[config.mk]
export PLATFORM = sky130hd
export DESIGN_NAME = pq_wrr_scheduler_flat
export DESIGN_NICKNAME = d
export VERILOG_FILES = /design/src/rtl/pq_wrr_scheduler_if.sv /design/src/rtl/pq_wrr_scheduler.sv /design/src/flat_wrapper.sv
export SDC_FILE = /design/constraint.sdc
export NUM_CORES = 1
export LEC_CHECK = 0
export ABC_AREA = 0
export CAP_MARGIN = 5
export CORE_MARGIN = 4
export CORE_UTILIZATION = 54
export CTS_CLUSTER_DIAMETER = 100
export DETAILED_ROUTE_END_ITERATION = 16
export GPL_TIMING_DRIVEN = 0
export HOLD_SLACK_MARGIN = 0.05
export PLACE_DENSITY_LB_ADDON = 0.05
export SYNTH_ARGS = -nofsm -noshare
export SYNTH_HDL_FRONTEND = slang
export SYNTH_SLANG_ARGS = --single-unit
[constraint.sdc]
create_clock -name clk -period 4.75 [get_ports clk]
set_clock_uncertainty 0.05 [all_clocks]
set_input_delay 0.7125 -clock clk [delete_from_list [all_inputs] [get_ports clk]]
set_output_delay 0.7125 -clock clk [all_outputs]
set_load 0.005 [all_outputs]
[src/rtl/pq_wrr_scheduler_if.sv]
// Grant handshake between a per-port packet scheduler and the read engine it feeds.
// The master side is the scheduler; the slave side is the read engine and queue status.
interface pq_wrr_scheduler_if #(
    parameter int QUEUES = 8
);
    localparam int PRIO_W = (QUEUES > 1) ? $clog2(QUEUES) : 1;

    logic [QUEUES-1:0] q_nonempty;
    logic              ready;
    logic              pkt_done;
    logic [QUEUES-1:0] grant;
    logic              grant_vld;
    logic              busy;
    logic [PRIO_W-1:0] cur_prio;

    modport master (
        input  q_nonempty, ready, pkt_done,
        output grant, grant_vld, busy, cur_prio
    );

    modport slave (
        output q_nonempty, ready, pkt_done,
        input  grant, grant_vld, busy, cur_prio
    );
endinterface

[src/rtl/pq_wrr_scheduler.sv]
// Per-output-port scheduler: picks one of QUEUES priority queues per packet using strict
// priority or weighted round-robin, and holds the grant until the read engine reports EOP.
module pq_wrr_scheduler #(
    parameter int QUEUES   = 8,
    parameter int CREDIT_W = 4
) (
    input  logic                         clk,
    input  logic                         rst,
    input  logic                         wrr_enable,
    input  logic [QUEUES*CREDIT_W-1:0]   weight,
    pq_wrr_scheduler_if.master           sched
);
    localparam int PRIO_W = (QUEUES > 1) ? $clog2(QUEUES) : 1;

    typedef enum logic [1:0] {IDLE, GRANT, WAIT_DONE} state_t;

    state_t              state;
    logic [CREDIT_W-1:0] credit [QUEUES];
    logic [QUEUES-1:0]   eligible;
    logic                any_eligible;
    logic                reload;
    logic [PRIO_W-1:0]   top_nonempty;
    logic [PRIO_W-1:0]   top_eligible;
    logic [PRIO_W-1:0]   sel;

    function automatic logic [CREDIT_W-1:0] weight_of(input int idx);
        logic [CREDIT_W-1:0] w;
        w = weight[idx*CREDIT_W +: CREDIT_W];
        return (w == '0) ? CREDIT_W'(1) : w;
    endfunction

    // NOTE: every variable gets a default before the loop so no path leaves it unassigned,
    // which would otherwise infer a latch.
    always_comb begin
        eligible     = '0;
        top_nonempty = '0;
        top_eligible = '0;
        for (int i = 0; i < QUEUES; i++) begin
            eligible[i] = sched.q_nonempty[i] && (credit[i] != '0);
            if (sched.q_nonempty[i]) top_nonempty = PRIO_W'(i);
            if (eligible[i])         top_eligible = PRIO_W'(i);
        end
        any_eligible = |eligible;
        reload       = wrr_enable && !any_eligible;
        sel          = (wrr_enable && any_eligible) ? top_eligible : top_nonempty;
    end

    // NOTE: all state here uses non-blocking assignments so every register samples the
    // pre-edge values, independent of statement order.
    always_ff @(posedge clk or posedge rst) begin
        if (rst) begin
            state           <= IDLE;
            sched.grant     <= '0;
            sched.grant_vld <= 1'b0;
            sched.busy      <= 1'b0;
            sched.cur_prio  <= '0;
            // NOTE: credits are a small flop array, not RAM, and must reset to 0 so the
            // first WRR decision after reset performs a reload.
            for (int i = 0; i < QUEUES; i++) credit[i] <= '0;
        end else begin
            sched.grant_vld <= 1'b0;
            unique case (state)
                IDLE: begin
                    if (sched.ready && |sched.q_nonempty) begin
                        state           <= GRANT;
                        sched.grant     <= QUEUES'(1) << sel;
                        sched.cur_prio  <= sel;
                        sched.busy      <= 1'b1;
                        sched.grant_vld <= 1'b1;
                        if (wrr_enable) begin
                            if (reload) begin
                                for (int i = 0; i < QUEUES; i++)
                                    credit[i] <= (PRIO_W'(i) == sel) ? weight_of(i) - CREDIT_W'(1)
                                                                     : weight_of(i);
                            end else begin
                                credit[sel] <= credit[sel] - CREDIT_W'(1);
                            end
                        end
                    end
                end
                GRANT, WAIT_DONE: begin
                    if (sched.pkt_done) begin
                        state          <= IDLE;
                        sched.grant    <= '0;
                        sched.cur_prio <= '0;
                        sched.busy     <= 1'b0;
                    end else begin
                        state <= WAIT_DONE;
                    end
                end
                default: state <= IDLE;
            endcase
        end
    end
endmodule

[src/flat_wrapper.sv]
// flat-port wrapper written by rule: the top's interface ports become plain ports
module pq_wrr_scheduler_flat 
#(
    parameter int QUEUES   = 8,
    parameter int CREDIT_W = 4
)
  (clk, rst, wrr_enable, weight, sched_q_nonempty, sched_ready, sched_pkt_done, sched_grant, sched_grant_vld, sched_busy, sched_cur_prio);
  pq_wrr_scheduler_if #(.QUEUES(QUEUES)) sched_i ();
  input  logic clk;
  input  logic rst;
  input  logic wrr_enable;
  input  logic [QUEUES*CREDIT_W-1:0] weight;
  input wire logic [$bits(sched_i.q_nonempty)-1:0] sched_q_nonempty;
  input wire logic [$bits(sched_i.ready)-1:0] sched_ready;
  input wire logic [$bits(sched_i.pkt_done)-1:0] sched_pkt_done;
  output wire logic [$bits(sched_i.grant)-1:0] sched_grant;
  output wire logic [$bits(sched_i.grant_vld)-1:0] sched_grant_vld;
  output wire logic [$bits(sched_i.busy)-1:0] sched_busy;
  output wire logic [$bits(sched_i.cur_prio)-1:0] sched_cur_prio;
  assign sched_i.q_nonempty = sched_q_nonempty;
  assign sched_i.ready = sched_ready;
  assign sched_i.pkt_done = sched_pkt_done;
  assign sched_grant = sched_i.grant;
  assign sched_grant_vld = sched_i.grant_vld;
  assign sched_busy = sched_i.busy;
  assign sched_cur_prio = sched_i.cur_prio;
  pq_wrr_scheduler #(.QUEUES(QUEUES), .CREDIT_W(CREDIT_W)) u_core (.clk(clk), .rst(rst), .wrr_enable(wrr_enable), .weight(weight), .sched(sched_i));
endmodule
==> qor.txt, run 1 <==
weighted congestion reported at the end of routability-driven placement - 0.9736
number of cell instances on the worst register-to-register path - 14
shortest clock period the worst path allows after layout - 4.399 ns
Synth Area in Simple Gates - 21.81%
Antenna Violating Nets Remaining - 0
H-tree Lvls - 2
result of the run - finished, final reports clean
Worst Path Max Fanout - 8
Yosys Warn Count - 0
Worst setup EP type - flip-flop
Synth Area in Compound Gates - 22.42%
leading cell type in the layout, fill and taps excluded - sky130_fd_sc_hd__clkdlybuf4s50_1
crit-path leading delay family - buffers and inverters
Die ar. - 7751 um2
slowest cell on the critical path - sky130_fd_sc_hd__clkdlybuf4s50_1
vertical die dimension - 88.04 um
Vias - 3,451
starting density of the core - 57.08%
Syn-to-layout area delta - 22.42%
number of antenna violations at the first check in global routing - 0
most congested layer reported by global routing - met2
commonest non-fill, non-tap cells in the layout - 57 x sky130_fd_sc_hd__clkdlybuf4s50_1, 49 x sky130_fd_sc_hd__nor2_1, 47 x sky130_fd_sc_hd__dfrtp_1
area of the mapped netlist - 3460 um2
Achievable Freq - 227.3 MHz
initial detailed-routing violation count - 278
clock buffer depth - 2
startpoint of the lowest-slack register-to-register path - u_core.credit[12]$_DFFE_PP0P_
count of buffering cells on the critical path with inverters included - 3
biggest cell delay along the critical path - 0.57 ns
post-DP HPWL - 7.508 mm
gate count after technology mapping - 409
worst-case hold path end point - u_core.sched.busy$_DFFE_PP0P_
crit start category - input pin
pin count of the biggest net entering global routing - 36
root buffer selected by CTS - sky130_fd_sc_hd__clkbuf_8
end of the worst register-to-register path - u_core.credit[25]$_DFFE_PP0P_
number of DRC violations after detailed routing - 0
count of placed standard cells including taps - 542
Seq cells post-synth - 47
pin slew with the least headroom to its limit - 0.8622 ns
global-route usage over all layers - 27.07%
Pleak - 1.774 nW
core region area - 6061 um2
clock slew at the register clock pins of the worst setup and hold paths - 0.09 ns
dominant combinational cell family by area after synthesis - compound AO/OA/AOI/OAI gates
number of inserted diodes - 0
total power per unit cell area - 527.7 nW/um2
Post-Syn Area per Cell - 8.459 um2
worst IR drop on VDD - 0.3647 mV
final period utilization - 92.62%
Post-Synth Adder-Cell Area - 4.340%
wire length of the first global-routing pass - 16.19 mm
number of rows in the core area - 28
overall die width - 88.04 um
worst hold path startpoint - u_core.sched.busy$_DFFE_PP0P_
source-to-sink clock delay at the later pin of the worst-skew pair - 0.30 ns
net total in the final layout - 531
drt via density - 6.275
Hold WC Path Type - reg -> reg
setup repair after global routing missed its margin - no
required time worst endpoint - 4.90 ns
worst setup path class - in -> reg
CTS tree - built
filler instances - 516
number of nets produced by synthesis - 466
fraction of layout instances using a drive strength above 1 - 5.895%
final number of setup-violating endpoints - 0
number of ports placed on the die boundary - 58
IO Port Bufs - 57
final-report max-slew violation count - 0
Max transition margin - 41.77%
number of endpoints with negative hold slack in the final report - 0
Pre-antenna DRT Iters - 5
xor and xnor fraction of the mapped netlist area - 4.268%
worst-path cell chain - clkdlybuf4s50_1 > o41a_1 > nand4bb_1 > nor2_1 > a221o_1 > nor2_1 > mux2i_1 > mux2_2 > inv_1 > ha_1 > buf_1 > o31ai_1 > mux2_2
FFs w/ async S/R, synth - 100.0%
dominant register cell in the synthesized netlist - sky130_fd_sc_hd__dfrtp_1
critical path arrival - 4.55 ns
met1 demand-to-capacity share in global routing - 37.29%
number of clock sinks - 47
share of cell area taken by muxes after synthesis - 9.367%
wirelength, routed - 9.998 mm
post-synth cell types - 60
Post-Route Setup TNS - 0 ns
Max-Cap Viols - 0
average wire per standard cell - 18.18 um
number of enable-type register cells in the synthesized netlist - 0
met2 track demand over resource in global routing - 44.52%
worst hold path stage count - 2
met3 GRT Util - 4.233%
GRT overflow - 0
internal reg-to-reg setup slack - 0.37 ns
clock buffers created by TritonCTS - 5
sequential element share of the synthesized area - 34.00%
via count of the first global-routing pass - 3,348
final instance count without filler cells - 550
[tightest hold or removal path, delay by kind of cell (launching register included)]
kind / cells / cell delay, ns
simple gates: 2 / 0.11
flops: 1 / 0.35
[final cells by class]
type	count	area (um2)	area share, %
clock inverter	2	12.51	0.2954
multi-input combinational	331	2158	50.96
timing repair buffer	58	590.6	13.94
clock buffer	6	72.57	1.713
sequential	47	1176	27.77
tap	75	93.84	2.216
inverter	18	67.56	1.595
buffer	13	63.81	1.507
[per-layer routing]
layer / share of wire [%] / up-vias
li1: - / 1627
met1: 44 / 1632
met2: 46 / 173
met3: 8.6 / 19
met4: 1.6 / 0
met5: 0 / -
[cell usage after synthesis (2+ instances only)]
cell type / number / area [um2]
sky130_fd_sc_hd__a22oi_1: 6 / 45.04
sky130_fd_sc_hd__mux2i_1: 23 / 230.2
sky130_fd_sc_hd__nor3_1: 17 / 85.08
sky130_fd_sc_hd__o41ai_1: 4 / 35.03
sky130_fd_sc_hd__mux2_2: 5 / 56.30
sky130_fd_sc_hd__and3b_1: 2 / 17.52
sky130_fd_sc_hd__a21o_1: 4 / 30.03
sky130_fd_sc_hd__or4_1: 5 / 37.54
sky130_fd_sc_hd__buf_6: 2 / 22.52
sky130_fd_sc_hd__and2_1: 2 / 12.51
sky130_fd_sc_hd__o21ai_0: 23 / 115.1
sky130_fd_sc_hd__nor3b_1: 2 / 15.01
sky130_fd_sc_hd__a22o_1: 4 / 35.03
sky130_fd_sc_hd__clkbuf_1: 10 / 37.54
sky130_fd_sc_hd__and3_1: 2 / 12.51
sky130_fd_sc_hd__nor2_1: 49 / 183.9
sky130_fd_sc_hd__o21ai_1: 3 / 15.01
sky130_fd_sc_hd__xnor2_1: 4 / 35.03
sky130_fd_sc_hd__a21oi_2: 2 / 17.52
sky130_fd_sc_hd__a31oi_1: 10 / 62.56
sky130_fd_sc_hd__ha_1: 12 / 150.1
sky130_fd_sc_hd__a211oi_1: 2 / 15.01
sky130_fd_sc_hd__o21bai_1: 2 / 15.01
sky130_fd_sc_hd__xor2_1: 11 / 96.34
sky130_fd_sc_hd__o31ai_1: 2 / 15.01
sky130_fd_sc_hd__nand2b_1: 2 / 12.51
sky130_fd_sc_hd__nor2b_1: 3 / 18.77
sky130_fd_sc_hd__inv_1: 18 / 67.56
sky130_fd_sc_hd__dfrtp_1: 47 / 1176
sky130_fd_sc_hd__o211ai_1: 2 / 15.01
sky130_fd_sc_hd__a21oi_1: 31 / 155.2
sky130_fd_sc_hd__nand2_1: 46 / 172.7
sky130_fd_sc_hd__nand4_1: 2 / 12.51
sky130_fd_sc_hd__nor4_1: 5 / 31.28
sky130_fd_sc_hd__o22a_1: 3 / 26.28
sky130_fd_sc_hd__nand3_1: 9 / 45.04
sky130_fd_sc_hd__nand3b_1: 4 / 30.03
sky130_fd_sc_hd__a41oi_1: 4 / 35.03
sky130_fd_sc_hd__o41a_1: 4 / 45.04
[where the power goes]
| part | total, mW | internal [mW] | switching (mW) |
|---|---|---|---|
| Combinational | 1.28 | 0.524 | 0.760 |
| Clock | 0.241 | 0.103 | 0.138 |
| Sequential | 0.710 | 0.570 | 0.140 |
| Total | 2.23 | 1.20 | 1.04 |
[cells by family (layout without fill, tap and decap cells)]
group,Yosys count,after routing
and+or+nand+nor,157,157
muxes,30,30
AOI/OAI and AO/OA,116,116
DFF,47,47
adders and majority gates,12,12
xor gates and xnor gates,16,16
buffers and inverters,31,97
[flip-flops by register name (all words and copies together) (netlist names)]
| register | flops |
|---|---|
| u_core.state | 2 |
| u_core.sched.cur_prio | 3 |
| u_core.credit | 32 |
| u_core.sched.busy | 1 |
| u_core.sched.grant_vld | 1 |
| u_core.sched.grant | 8 |
[timing repair]
action                     4_1_cts  5_1_grt
setup buffers                    0        0
setup endpoints to repair        0        2
hold buffers                     0        0
gates resized for setup          0        1
[metrics by stage]
| stage | hold WS [ns] | cell area (um2) | utilization (%) | setup WS, ns | total power, mW |
|---|---|---|---|---|---|
| global route | 0.4663 | 4235 | 69.88 | 0.03542 | 2.388 |
| detailed placement | 0.4200 | 4144 | 68.37 | 0.01546 | 1.966 |
| global placement | 0.4084 | 4124 | 68.04 | 0.06738 | 1.924 |
| CTS | 0.4413 | 4229 | 69.78 | 0.3271 | 2.205 |
| finish | 0.4362 | 4235 | 69.88 | 0.3507 | 2.235 |
| floorplan | 0.4210 | 3460 | - | 1.324 | 1.528 |
[how the worst max path moves through the flow]
stage	endpoint	slack [ns]	startpoint	cells past startpoint
floorplan	u_core.credit[25]$_DFFE_PP0P_	1.32	sched_q_nonempty[2]	14
global placement	u_core.credit[25]$_DFFE_PP0P_	0.07	sched_q_nonempty[2]	13
detailed placement	u_core.credit[25]$_DFFE_PP0P_	0.02	sched_q_nonempty[2]	13
CTS	u_core.credit[25]$_DFFE_PP0P_	0.33	sched_q_nonempty[2]	13
global route	u_core.credit[1]$_DFFE_PP0P_	0.04	u_core.credit[12]$_DFFE_PP0P_	14
finish	u_core.credit[25]$_DFFE_PP0P_	0.35	sched_q_nonempty[2]	13
No activity file was read; power rests on OpenSTA's default activity.
==> run 2, diff against run 1 <==
--- a/config.mk
+++ b/config.mk
@@ -6,7 +6,7 @@
 export NUM_CORES = 1
 export LEC_CHECK = 0
 export ABC_AREA = 0
-export CAP_MARGIN = 5
+export CAP_MARGIN = 20
 export CORE_MARGIN = 4
 export CORE_UTILIZATION = 54
 export CTS_CLUSTER_DIAMETER = 100
==> results of run 2 <==
Final layout, timing and power as in run 1 (identical DEF).
